File: src/rtl/alu_operand_entry.sv
// ============================================================================
// alu_operand_entry: debounced operand/op entry with sequential saturating ALU
// Revision 1.0 - initial release
// ============================================================================
`default_nettype none

module alu_operand_entry #(
  parameter int DEBOUNCE_CYCLES = 100_000,
  parameter int MAX_DISPLAY     = 99
) (
  input  logic       clk,
  input  logic       rst,
  input  logic [7:0] sw,
  input  logic [1:0] op,
  input  logic       btn_enter,
  input  logic       btn_clear,
  output logic [7:0] alu_result,
  output logic       ovf,
  output logic       busy,
  output logic [1:0] state
);

  localparam int               CNT_W   = (DEBOUNCE_CYCLES > 1) ? $clog2(DEBOUNCE_CYCLES) : 1;
  localparam logic [CNT_W-1:0] CNT_MAX = CNT_W'(DEBOUNCE_CYCLES - 1);
  localparam logic [15:0]      MAX_RAW = 16'(MAX_DISPLAY);
  localparam logic [7:0]       MAX_OUT = 8'(MAX_DISPLAY);

  typedef enum logic [1:0] {
    S_LOAD_A = 2'b00,
    S_LOAD_B = 2'b01,
    S_EXEC   = 2'b10,
    S_DONE   = 2'b11
  } state_t;

  logic [1:0] btn_raw;
  logic [1:0] press;
  logic       enter_press;
  logic       clear_press;

  assign btn_raw     = {btn_clear, btn_enter};
  assign enter_press = press[0];
  assign clear_press = press[1];

  // Counter runs only while the synced input disagrees with the accepted level
  for (genvar i = 0; i < 2; i++) begin : g_btn
    logic             sync1_q, sync2_q, level_q, press_q;
    logic             level_d, press_d;
    logic [CNT_W-1:0] cnt_q, cnt_d;

    always_comb begin
      cnt_d   = '0;
      level_d = level_q;
      press_d = 1'b0;
      if (sync2_q != level_q) begin
        if (cnt_q == CNT_MAX) begin
          level_d = sync2_q;
          press_d = sync2_q;
        end else begin
          cnt_d = cnt_q + CNT_W'(1);
        end
      end
    end

    always_ff @(posedge clk) begin
      if (rst) begin
        sync1_q <= 1'b0;
        sync2_q <= 1'b0;
        cnt_q   <= '0;
        level_q <= 1'b0;
        press_q <= 1'b0;
      end else begin
        sync1_q <= btn_raw[i];
        sync2_q <= sync1_q;
        cnt_q   <= cnt_d;
        level_q <= level_d;
        press_q <= press_d;
      end
    end

    assign press[i] = press_q;
  end

  state_t      state_q, state_d;
  logic [7:0]  a_q, a_d, b_q, b_d;
  logic [1:0]  op_q, op_d;
  logic [15:0] acc_q, acc_d;
  logic [2:0]  mcnt_q, mcnt_d;
  logic [7:0]  result_q, result_d;
  logic        ovf_q, ovf_d;
  logic        busy_q, busy_d;

  logic [15:0] mul_term;
  logic [15:0] acc_next;
  logic [15:0] raw;
  logic        sub_uf;
  logic        finish;

  always_comb begin
    state_d  = state_q;
    a_d      = a_q;
    b_d      = b_q;
    op_d     = op_q;
    acc_d    = acc_q;
    mcnt_d   = mcnt_q;
    result_d = result_q;
    ovf_d    = ovf_q;
    raw      = '0;
    sub_uf   = 1'b0;
    finish   = 1'b0;
    mul_term = b_q[mcnt_q] ? ({8'd0, a_q} << mcnt_q) : 16'd0;
    acc_next = acc_q + mul_term;

    case (state_q)
      S_LOAD_A: begin
        if (enter_press) begin
          a_d     = sw;
          state_d = S_LOAD_B;
        end
      end
      S_LOAD_B: begin
        if (enter_press) begin
          b_d     = sw;
          op_d    = op;
          acc_d   = '0;
          mcnt_d  = '0;
          state_d = S_EXEC;
        end
      end
      S_EXEC: begin
        case (op_q)
          2'b00: begin
            raw    = {8'd0, a_q} + {8'd0, b_q};
            finish = 1'b1;
          end
          2'b01: begin
            sub_uf = (b_q > a_q);
            raw    = {8'd0, a_q - b_q};
            finish = 1'b1;
          end
          2'b10: begin
            // Shift-add, one multiplier bit per cycle, LSB first
            acc_d  = acc_next;
            mcnt_d = mcnt_q + 3'd1;
            raw    = acc_next;
            finish = (mcnt_q == 3'd7);
          end
          default: begin
            raw    = {8'd0, a_q & b_q};
            finish = 1'b1;
          end
        endcase
        if (finish) begin
          state_d = S_DONE;
          if (sub_uf) begin
            result_d = 8'd0;
            ovf_d    = 1'b1;
          end else if (raw > MAX_RAW) begin
            result_d = MAX_OUT;
            ovf_d    = 1'b1;
          end else begin
            result_d = raw[7:0];
            ovf_d    = 1'b0;
          end
        end
      end
      default: begin
        if (enter_press) begin
          state_d = S_LOAD_A;
        end
      end
    endcase

    // Clear overrides every other update, including a completing operation
    if (clear_press) begin
      state_d  = S_LOAD_A;
      result_d = 8'd0;
      ovf_d    = 1'b0;
      acc_d    = '0;
      mcnt_d   = '0;
    end

    busy_d = (state_d == S_EXEC);
  end

  always_ff @(posedge clk) begin
    if (rst) begin
      state_q  <= S_LOAD_A;
      a_q      <= '0;
      b_q      <= '0;
      op_q     <= '0;
      acc_q    <= '0;
      mcnt_q   <= '0;
      result_q <= '0;
      ovf_q    <= 1'b0;
      busy_q   <= 1'b0;
    end else begin
      state_q  <= state_d;
      a_q      <= a_d;
      b_q      <= b_d;
      op_q     <= op_d;
      acc_q    <= acc_d;
      mcnt_q   <= mcnt_d;
      result_q <= result_d;
      ovf_q    <= ovf_d;
      busy_q   <= busy_d;
    end
  end

  assign alu_result = result_q;
  assign ovf        = ovf_q;
  assign busy       = busy_q;
  assign state      = state_q;

endmodule

`default_nettype wire

File: config.mk
export PLATFORM = sky130hd
export DESIGN_NAME = alu_operand_entry
export DESIGN_NICKNAME = d
export VERILOG_FILES = /design/src/rtl/alu_operand_entry.sv
export SDC_FILE = /design/constraint.sdc
export NUM_CORES = 1
export LEC_CHECK = 0
export ABC_AREA = 1
export CAP_MARGIN = 40
export CORE_UTILIZATION = 46
export CTS_BUF_LIST = sky130_fd_sc_hd__clkbuf_8
export CTS_CLUSTER_SIZE = 24
export DETAILED_ROUTE_END_ITERATION = 7
export GPL_TIMING_DRIVEN = 0
export PLACE_DENSITY = 0.7
export SLEW_MARGIN = 20
export SYNTH_ARGS = -nofsm -noshare
export SYNTH_HDL_FRONTEND = slang
export SYNTH_SLANG_ARGS = --single-unit
File: constraint.sdc
create_clock -name clk -period 2.65 [get_ports clk]
set_input_delay 0.53 -clock clk [delete_from_list [all_inputs] [get_ports clk]]
set_output_delay 0.53 -clock clk [all_outputs]
set_load 0.01 [all_outputs]
### Word level (Yosys, flattened, before mapping)

Cells that the tools add are included.

* register bits after elaboration: 91
* input port bits: 14
* output and inout port bits: 12
* word-level logic and storage cells: 85

* add/subtract/negate cells: 6
* magnitude comparators: 3
* equal/unequal tests: 12
* shift operators: 1
* mux-type cells: 25
* bitwise gates (word level): 5
* reduce and logical (&&, ||, !) cells: 14

Operator list (count)
* $mux 16: 4
* $pmux 16 s3: 1
* $add 17x1->17 const B: 2
* $eq 17x17->1 const B: 2
* $pmux 16 s2: 1
* $add 16x16->16: 1
* $gt 16x7->1 const B: 1
* $mux 8: 2
* $shl 8x3->16: 1
* $reduce_or 3->1: 4
* $mux 2: 5
* $reduce_and 2->1: 5
* $add 8x8->9: 1
* $and 8x8->8: 1
* $gt 8x8->1: 1
* $sub 8x8->8: 1
* $mux 1: 7
* $eq 2x2->1 const B: 3
* $mux 3: 2
* $pmux 2 s3: 1
* $pmux 3 s2: 1
* $eq 2x1->1 const B: 2
* $logic_not 2->1: 2
* $lt 3x4->1 const B: 1
* 10 further kinds: 14

### Depth between registers and ports, before layout

Gate-level depths: netlist of the first run.

* word-level depth: 9
* mapped depth: 27
* gate-level depth less buffers: 25

### Least setup slack after synthesis of the first run

Ideal clock, no wire load.

* path type: reg2reg
* start: reg mcnt_q[0]
* end: reg result_q[0] (netlist: alu_result[0])
* library setup time: 0.130 ns
* arrival time: 2.813 ns
* data required time: 2.520 ns
* path slack: -0.293 ns
* cell stages (with the launch flop): 24
* buffers on the path: 2
* clock period less this slack: 2.943 ns
* cells stage by stage: dfxtp_1 -> clkbuf_1 -> inv_1 -> clkbuf_1 -> o21ai_0 -> nand2_1 -> nand2_1 -> nor3_1 -> ha_1 -> fa_1 -> nand2_1 -> nand2_1 -> nand3_1 -> nand2_2 -> nand2_1 -> nand3_1 -> nand2_1 -> nand2_1 -> nor2_1 -> nand3_1 -> nand2_2 -> nand4_1 -> nand2_1 -> a21oi_1

* longest elaborated chain between the ends: 9
* elaborated cells on any way between the ends: 14
* those cells by class: add/sub (1); order compare (1); eq/ne (1); shift (1); mux (9); reduce/logical (1)

Ends and longest elaborated chain
* start: declaration: RTL line 87 `logic [2:0] mcnt_q, mcnt_d;`
* start signal: assignment: RTL line 202 `mcnt_q <= mcnt_d;`
* $bmux 1 s3: RTL line 110 `mul_term = b_q[mcnt_q] ? ({8'd0, a_q} << mcnt_q) : 16'd0;`
* $mux 1 (implied by the code): RTL line 110
* $mux 16: RTL line 110
* $add 16x16->16: RTL line 111 `acc_next = acc_q + mul_term;`
* $pmux 16 s3: RTL line 130 `case (op_q)`
* $mux 16: RTL line 113 `case (state_q)`
* $gt 16x7->1: RTL line 157 `end else if (raw > MAX_RAW) begin`
* $mux 8: RTL line 157
* $mux 8: RTL line 154 `if (sub_uf) begin`
* end signal: assignment: RTL line 203 `result_q <= result_d;`
* end: declaration: RTL line 88 `logic [7:0] result_q, result_d;`

Parallel ways exist; a longest one is shown, timed or not. The select of a mux whose other input is x is not followed.
A chain may end at the register's enable or synchronous reset.

### Worst setup path after layout of the first run

Same ends and word-level chain as after synthesis.

==> results of run 1 <==
## flip-flops by register name, summed over array words and instances (netlist names), 2 cells and up
signal / cells
a_q: 8
acc_q: 16
alu_result: 8
b_q: 8
g_btn.cnt_q: 34
g_btn.level_q: 2
g_btn.sync1_q: 2
g_btn.sync2_q: 2
mcnt_q: 3
op_q: 2
state: 2
## metrics by stage
step / instances / worst slack [ps] / utilization [%] / hold WS (ps) / TNS (ps)
2_1_floorplan: 939 / -22.0 / - / 388 / -108
4_1_cts: 1168 / -302 / 57.1 / 408 / -2190
3_5_place_dp: 1136 / -620 / 52.4 / 394 / -4750
6_report: 1180 / -379 / 60.4 / 408 / -2860
5_1_grt: 1180 / -586 / 60.4 / 421 / -4560
3_3_place_gp: 1136 / -639 / 52.4 / 394 / -4950
## cells by family after synthesis
kind of cell	synth area share, %
adder cells (fa/ha/maj)	8.17
buffers and inverters	10.9
multiplexers	0.328
XOR/XNOR	1.01
flip-flops	29.9
AO/OA/AOI/OAI	11.8
AND/OR/NAND/NOR	37.9
## cells in the mapped netlist (4+ instances only)
master    count  area (µm²)
xor2_1        7        61.3
nor2_1       87         327
inv_1       129         484
ha_1         35         438
o21ai_0      29         145
clkbuf_1     14        52.6
nand2_2       6        37.5
nor3_1       27         135
nor2_2        6        37.5
nand4_1      24         150
buf_2         4        20.0
nor3_2        6        60.1
nand3_1      77         385
a21oi_1      67         335
dfxtp_1      91        1820
inv_2         7        26.3
or2_2         6        37.5
nand2_1     251         942
a211oi_1     13        97.6
buf_6         4        45.0
## worst max-delay path, stage by stage, from the launching register on
cell and delay [ps]:
dfxtp_4 420, inv_4 60, buf_8 130, nand2_1 60, o21ai_2 80, o21ai_2 220, nor2_1 80, o21ai_2 150
inv_2 60, ha_4 320, nand2_4 90, nor2_4 110, nand3_1 130, nand3_1 120, nand2_1 90, nand2_1 90
nand3_2 110, nor2_4 150, nand3_4 110, nand2_8 100, nand4_1 80, nand2_1 80, a21oi_1 60
## final timing paths
check | start | endpoint | slack, ps | depth (start not counted)
hold reg to reg | g_btn[0].sync1_q | g_btn[0].sync2_q | 410 | 2
hold / removal | g_btn[0].sync1_q | g_btn[0].sync2_q | 410 | 2
setup reg to reg | mcnt_q[0] | alu_result[0] | -380 | 22
setup / recovery | mcnt_q[0] | alu_result[0] | -380 | 22
## where the power goes
group,internal [mW],switching (mW),total [mW]
Sequential,1.37,0.00124,1.37
Clock,0.479,0.565,1.04
Combinational,0.0243,0.0337,0.0579
## layer usage
layer	GRT usage, %	part of all wire (%)	vias up
li1	-	-	3174
met5	0	0	-
met4	9.79	2.2	0
met3	3.35	6.0	29
met1	35.2	46	2847
met2	40.4	45	185
## area by class of cell
type,instances,area (µm²)
clock buffers,10,138
inverters,137,517
fillers,1176,5050
well taps,172,215
clock inverters,6,75.1
flip-flops and latches,91,1830
plain buffers,25,175
multi-input cells,685,4300
repair buffers,54,472
## repair_timing
| item | 4_1_cts | 5_1_grt |
|---|---|---|
| gates cloned | 1 | 0 |
| setup endpoints to repair | 11 | 12 |
| gates resized for setup | 86 | 93 |
| buffers inserted | 16 | 12 |
| pin swaps | 23 | 58 |
| endpoints found under the hold margin | 0 | 0 |
## layout by cell type, fill, tap and decap left out, types with 4 or more instances in the layout
master	Yosys	routed
nor3_1	27	24
a211oi_1	13	13
nand3_2	3	14
buf_6	4	6
buf_2	4	4
nor3_2	6	6
ha_4	0	8
nand2_1	251	206
nand2_2	6	34
nand3_1	77	63
nand4_1	24	24
clkdlybuf4s50_1	0	25
a21oi_4	1	4
a21oi_1	67	58
inv_2	7	20
clkbuf_8	0	11
o21ai_1	3	5
nor2_2	6	5
inv_1	129	115
o21ai_2	0	17
buf_4	2	30
ha_1	35	25
nor2_4	2	14
xor2_1	7	7
nor2_1	87	76
nand2_4	0	14
clkbuf_1	14	9
a21oi_2	3	9
or2_2	6	6
o21ai_0	29	10
dfxtp_1	91	87
==> qor.yml, run 1 <==
grt_first_pass_wirelength_um: 26600
synthToLayoutAreaGrowth_pct: 26.7
cp_max_fo: 8
ir_drop_mv: 0.351
drt-total-wl_um: 17300
fin_crit_ps: 3030
port_buffers: 25
worst_slew_pin_slew_ps: 746
final_nets: 1055
synth.yosys.seq_area_share_pct: 29.9
drt-initial-drc-count: 417
crit_arrival_ps: 3290
layout-drive-gt1-share_pct: 23.3
syn_area_um2: 6090
cp-start-kind: "flip-flop"
clock_sinks: 91
synth-edff-count: 0
fp-row-count: 41
antenna_found_initial: 0
holdBufCountCts: 0
critPathCaptureType: "flip-flop"
powerDensity_nw_per_um2: 320
violations: "negative setup slack"
cp.required_ps: 2910
grt_pass1_vias: 5450
p_total_mw: 2.47
die_w_um: 117
start_util_pct: 47.7
hpwl_um: 12400
vias: 6235
ant_nets: 0
cts_buffer_depth: 2
synthDistinctLibCells: 46
via_per_inst: 5.28
setup_viol: 8
relSlewSlack_pct: 49.9
maxCapViolCount: 0
cts_buffers: 9
status: "finished with violations"
clock-root-buffer: "clkbuf_8"
final-hold-violation-count: 0
ys.warnings.count: 0
clk_pin_slew_ps: 100
rsz0062_at_grt: "yes"
setup_ws_ps: -379
grt_usage_pct: 25.5
final_area_um2: 7720
critical_path_class: "reg -> reg"
wl_per_cell_um: 14.7
synthCells: 939
synth_ff_type: "dfxtp_1"
clk_latency_ps: 380
die_h_um: 117
slew_violations: 0
synth_nets: 991
hold_path_class: "reg -> reg"
diodes: 0
fin_crit_sh_pct: 114
grt_max_degree: 18
syn_area_per_cell_um2: 6.49
ctsHtreeMaxLevel: 3
synthArstFlopShare_pct: 0
gp_congestion: 0.932
fmax_mhz: 330
tritoncts: "built"
io_pins: 26
fin_skew_ps: 11.8
dr.pass1.iters: 5
core_area_um2: 12800
die-area_um2: 13700
drc: 0
place_area_um2: 6690
cellLeakagePower_nw: 3.34
overflow: 0
synth_seq_cells: 91
(Power assumes the default switching activity.)
==> inputs of run 2 (changes only) <==
--- a/config.mk
+++ b/config.mk
@@ -11,8 +11,9 @@
 export CTS_BUF_LIST = sky130_fd_sc_hd__clkbuf_8
 export CTS_CLUSTER_SIZE = 24
 export DETAILED_ROUTE_END_ITERATION = 7
+export DONT_BUFFER_PORTS = 1
 export GPL_TIMING_DRIVEN = 0
-export PLACE_DENSITY = 0.7
+export PLACE_DENSITY_LB_ADDON = 0.1
 export SLEW_MARGIN = 20
 export SYNTH_ARGS = -nofsm -noshare
 export SYNTH_HDL_FRONTEND = slang
==> run 2 against run 1 <==
The flow still finishes with violations (negative setup slack). First-iteration DRC count grew 12%. Sequential share of layout area grew 0.64 points. Utilization is 1.5 points lower. Via count decreased by 2.4%.
==> qor.yml, run 2 (synthesis results as in run 1) <==
status: "finished with violations"  # unchanged
violations: "negative setup slack"  # unchanged
ctsHtreeMaxLevel: 3  # unchanged
min_path_cells: 2  # unchanged
cts_buffers: 9  # unchanged
grt_pass1_vias: 5654  # was 5450
setup_viol: 9  # was 8
gp_congestion: 0.949  # was 0.932
cellLeakagePower_nw: 3.26  # was 3.34 nW
final-hold-violation-count: 0  # unchanged
die-area_um2: 13700  # unchanged
drc: 0  # unchanged
critical_path_class: "reg -> reg"  # unchanged
fin_crit_ps: 3050  # was 3030 ps
holdBufCountCts: 0  # unchanged
powerDensity_nw_per_um2: 327  # was 320 nW/µm²
setup_ws_ps: -403  # was -379 ps
rsz0062_at_grt: "yes"  # unchanged
overflow: 0  # unchanged
vias: 6087  # was 6235
clk_pin_slew_ps: 100  # about the same
fp-row-count: 41  # unchanged
place_area_um2: 6440  # was 6690 µm²
final_area_um2: 7520  # was 7720 µm²
grt_first_pass_wirelength_um: 27500  # was 26600 µm
ir_drop_mv: 0.317  # was 0.351 mV
drt-total-wl_um: 17500  # was 17300 µm
fin_crit_sh_pct: 115  # was 114%
tritoncts: "built"  # unchanged
clock_sinks: 91  # unchanged
clk_latency_ps: 380  # about the same
cts_buffer_depth: 2  # unchanged
die_w_um: 117  # unchanged
grt_max_degree: 17  # was 18
clock_power_share_pct: 42.9  # was 42.3%
reg2reg_depth: 21  # was 22
fmax_mhz: 328  # was 330 MHz
place_inst: 1111  # was 1136
port_buffers: 0  # was 25
final_nets: 1032  # was 1055
io_pins: 26  # unchanged
slew_violations: 0  # unchanged
antenna_found_initial: 0  # unchanged
fin_skew_ps: 8.06  # was 11.8 ps
cp-start-kind: "flip-flop"  # unchanged
hold_path_class: "in -> reg"  # was reg -> reg
maxCapViolCount: 0  # unchanged
critPathCaptureType: "flip-flop"  # unchanged
p_int_mw: 1.87  # about the same
dr.pass1.iters: 7  # was 5
layout_common_cells: "205 x nand2_1, 114 x inv_1, 86 x dfxtp_1, 74 x nor2_1"  # was 206 x nand2_1, 115 x inv_1, 87 x dfxtp_1, 76 x nor2_1, 63 x nand3_1
seqPwrFrac_pct: 55.6  # was 55.4%
cp_max_fo: 6  # was 8
die_h_um: 117  # unchanged
final_common_cell: "nand2_1"  # unchanged
ant_nets: 0  # unchanged
core_area_um2: 12800  # unchanged
via_per_inst: 5.26  # was 5.28
regMostFlops: "g_btn.cnt_q"  # unchanged
pwr-share-comb_pct: 1.5  # was 2.3%
crit_arrival_ps: 3300  # was 3290 ps
nFillCells: 1219  # was 1176
layout-drive-gt1-share_pct: 24.9  # was 23.3%
drt-initial-drc-count: 466  # was 417
clock-root-buffer: "clkbuf_8"  # unchanged
hpwl_um: 12800  # was 12400 µm
diodes: 0  # unchanged
instances_no_fill: 1157  # was 1180
grt_usage_pct: 26.5  # was 25.5%
cp.required_ps: 2900  # was 2910 ps
whs_ps: 241  # was 408 ps
worst_slew_pin_slew_ps: 718  # was 746 ps
largest_register_ffs: 34  # unchanged
wl_per_cell_um: 15.1  # was 14.7 µm
reg.largest.list: "g_btn.cnt_q: 34 flops, acc_q: 16 flops"  # unchanged
p_sw_mw: 0.586  # was 0.600 mW
synthToLayoutAreaGrowth_pct: 23.4  # was 26.7%
swShare_pct: 23.8  # was 24.3%
relSlewSlack_pct: 51.8  # was 49.9%
start_util_pct: 47.7  # unchanged
## run 2: cell types whose count changed in the layout (fill, tap and decap cells not counted), moves of 3 or more
| cell | before | now |
|---|---|---|
| clkdlybuf4s50_1 | 25 | 0 |
| o21ai_2 | 17 | 12 |
| nand3_1 | 63 | 59 |
| nand3_2 | 14 | 18 |
| nor2_2 | 5 | 9 |
| o21ai_1 | 5 | 9 |
| buf_4 | 30 | 33 |
| ha_4 | 8 | 11 |
| nand2_2 | 34 | 37 |
## run 2: critical path: stages (launching register included)
cell and delay, ps:
dfxtp_4 420, inv_4 60, buf_8 130, o21ai_2 140, nand2_2 80, nand2_4 160
nor3_4 70, ha_4 180, fa_2 390, nand2_1 90, nand2_1 80, nand3_2 90
nand2_2 70, nand2_2 90, nand3_1 100, buf_4 150, buf_4 120, buf_4 120
buf_4 120, buf_4 120, nand3_1 70, a21oi_1 70
## run 2: final timing paths
| path | from | end | slack, ps |
|---|---|---|---|
| min | btn_enter | g_btn[0].sync1_q | 240 |
| max reg2reg | mcnt_q[0] | acc_q[14] | -400 |
| max | mcnt_q[0] | acc_q[14] | -400 |
| min reg2reg | g_btn[0].sync1_q | g_btn[0].sync2_q | 410 |
## run 2: per-stage QoR
| stage | utilization (%) | power [mW] | TNS [ps] | setup slack (ps) |
|---|---|---|---|---|
| floorplan | - | 1.43 | -108 | -22.0 |
| global placement | 50.4 | 1.44 | -5480 | -686 |
| detailed placement | 50.4 | 1.44 | -5310 | -670 |
| CTS | 54.7 | 2.49 | -2660 | -315 |
| global route | 58.9 | 2.54 | -4510 | -510 |
| finish | 58.9 | 2.46 | -3080 | -403 |
## run 2: final cells by class
type,instances,area (µm²),share of cell area (%)
well taps,172,215,2.86
inverters,137,517,6.87
flip-flops and latches,91,1840,24.4
multi-input cells,685,4330,57.6
plain buffers,25,173,2.30
clock inverters,5,66.3,0.881
repair buffers,31,233,3.09
clock buffers,11,151,2.01
## run 2: power by group through the flow
| stage | clock network [mW] | logic [mW] | registers, mW |
|---|---|---|---|
| final | 1.06 | 0.0362 | 1.37 |
| after global routing | 1.13 | 0.0395 | 1.37 |
| after CTS | 1.08 | 0.0368 | 1.37 |
| after detailed placement | 0 | 0.0365 | 1.40 |
| after global placement | 0 | 0.0363 | 1.40 |
| after floorplan | 0 | 0.0232 | 1.40 |
## run 2: routing by layer
layer / vias to the layer above / share of wire [%] / track usage, %
li1: 3134 / - / -
met1: 2760 / 46 / 34.6
met2: 159 / 45 / 42.8
met3: 34 / 5.4 / 5.25
met4: 0 / 3.4 / 11.1
met5: - / 0 / 0
## run 2: timing repair
action / in CTS / in global routing
pin swaps: 32 / 61
gates cloned: 1 / 0
gates resized for setup: 70 / 118
setup buffers: 16 / 14
setup endpoints to repair: 12 / 13
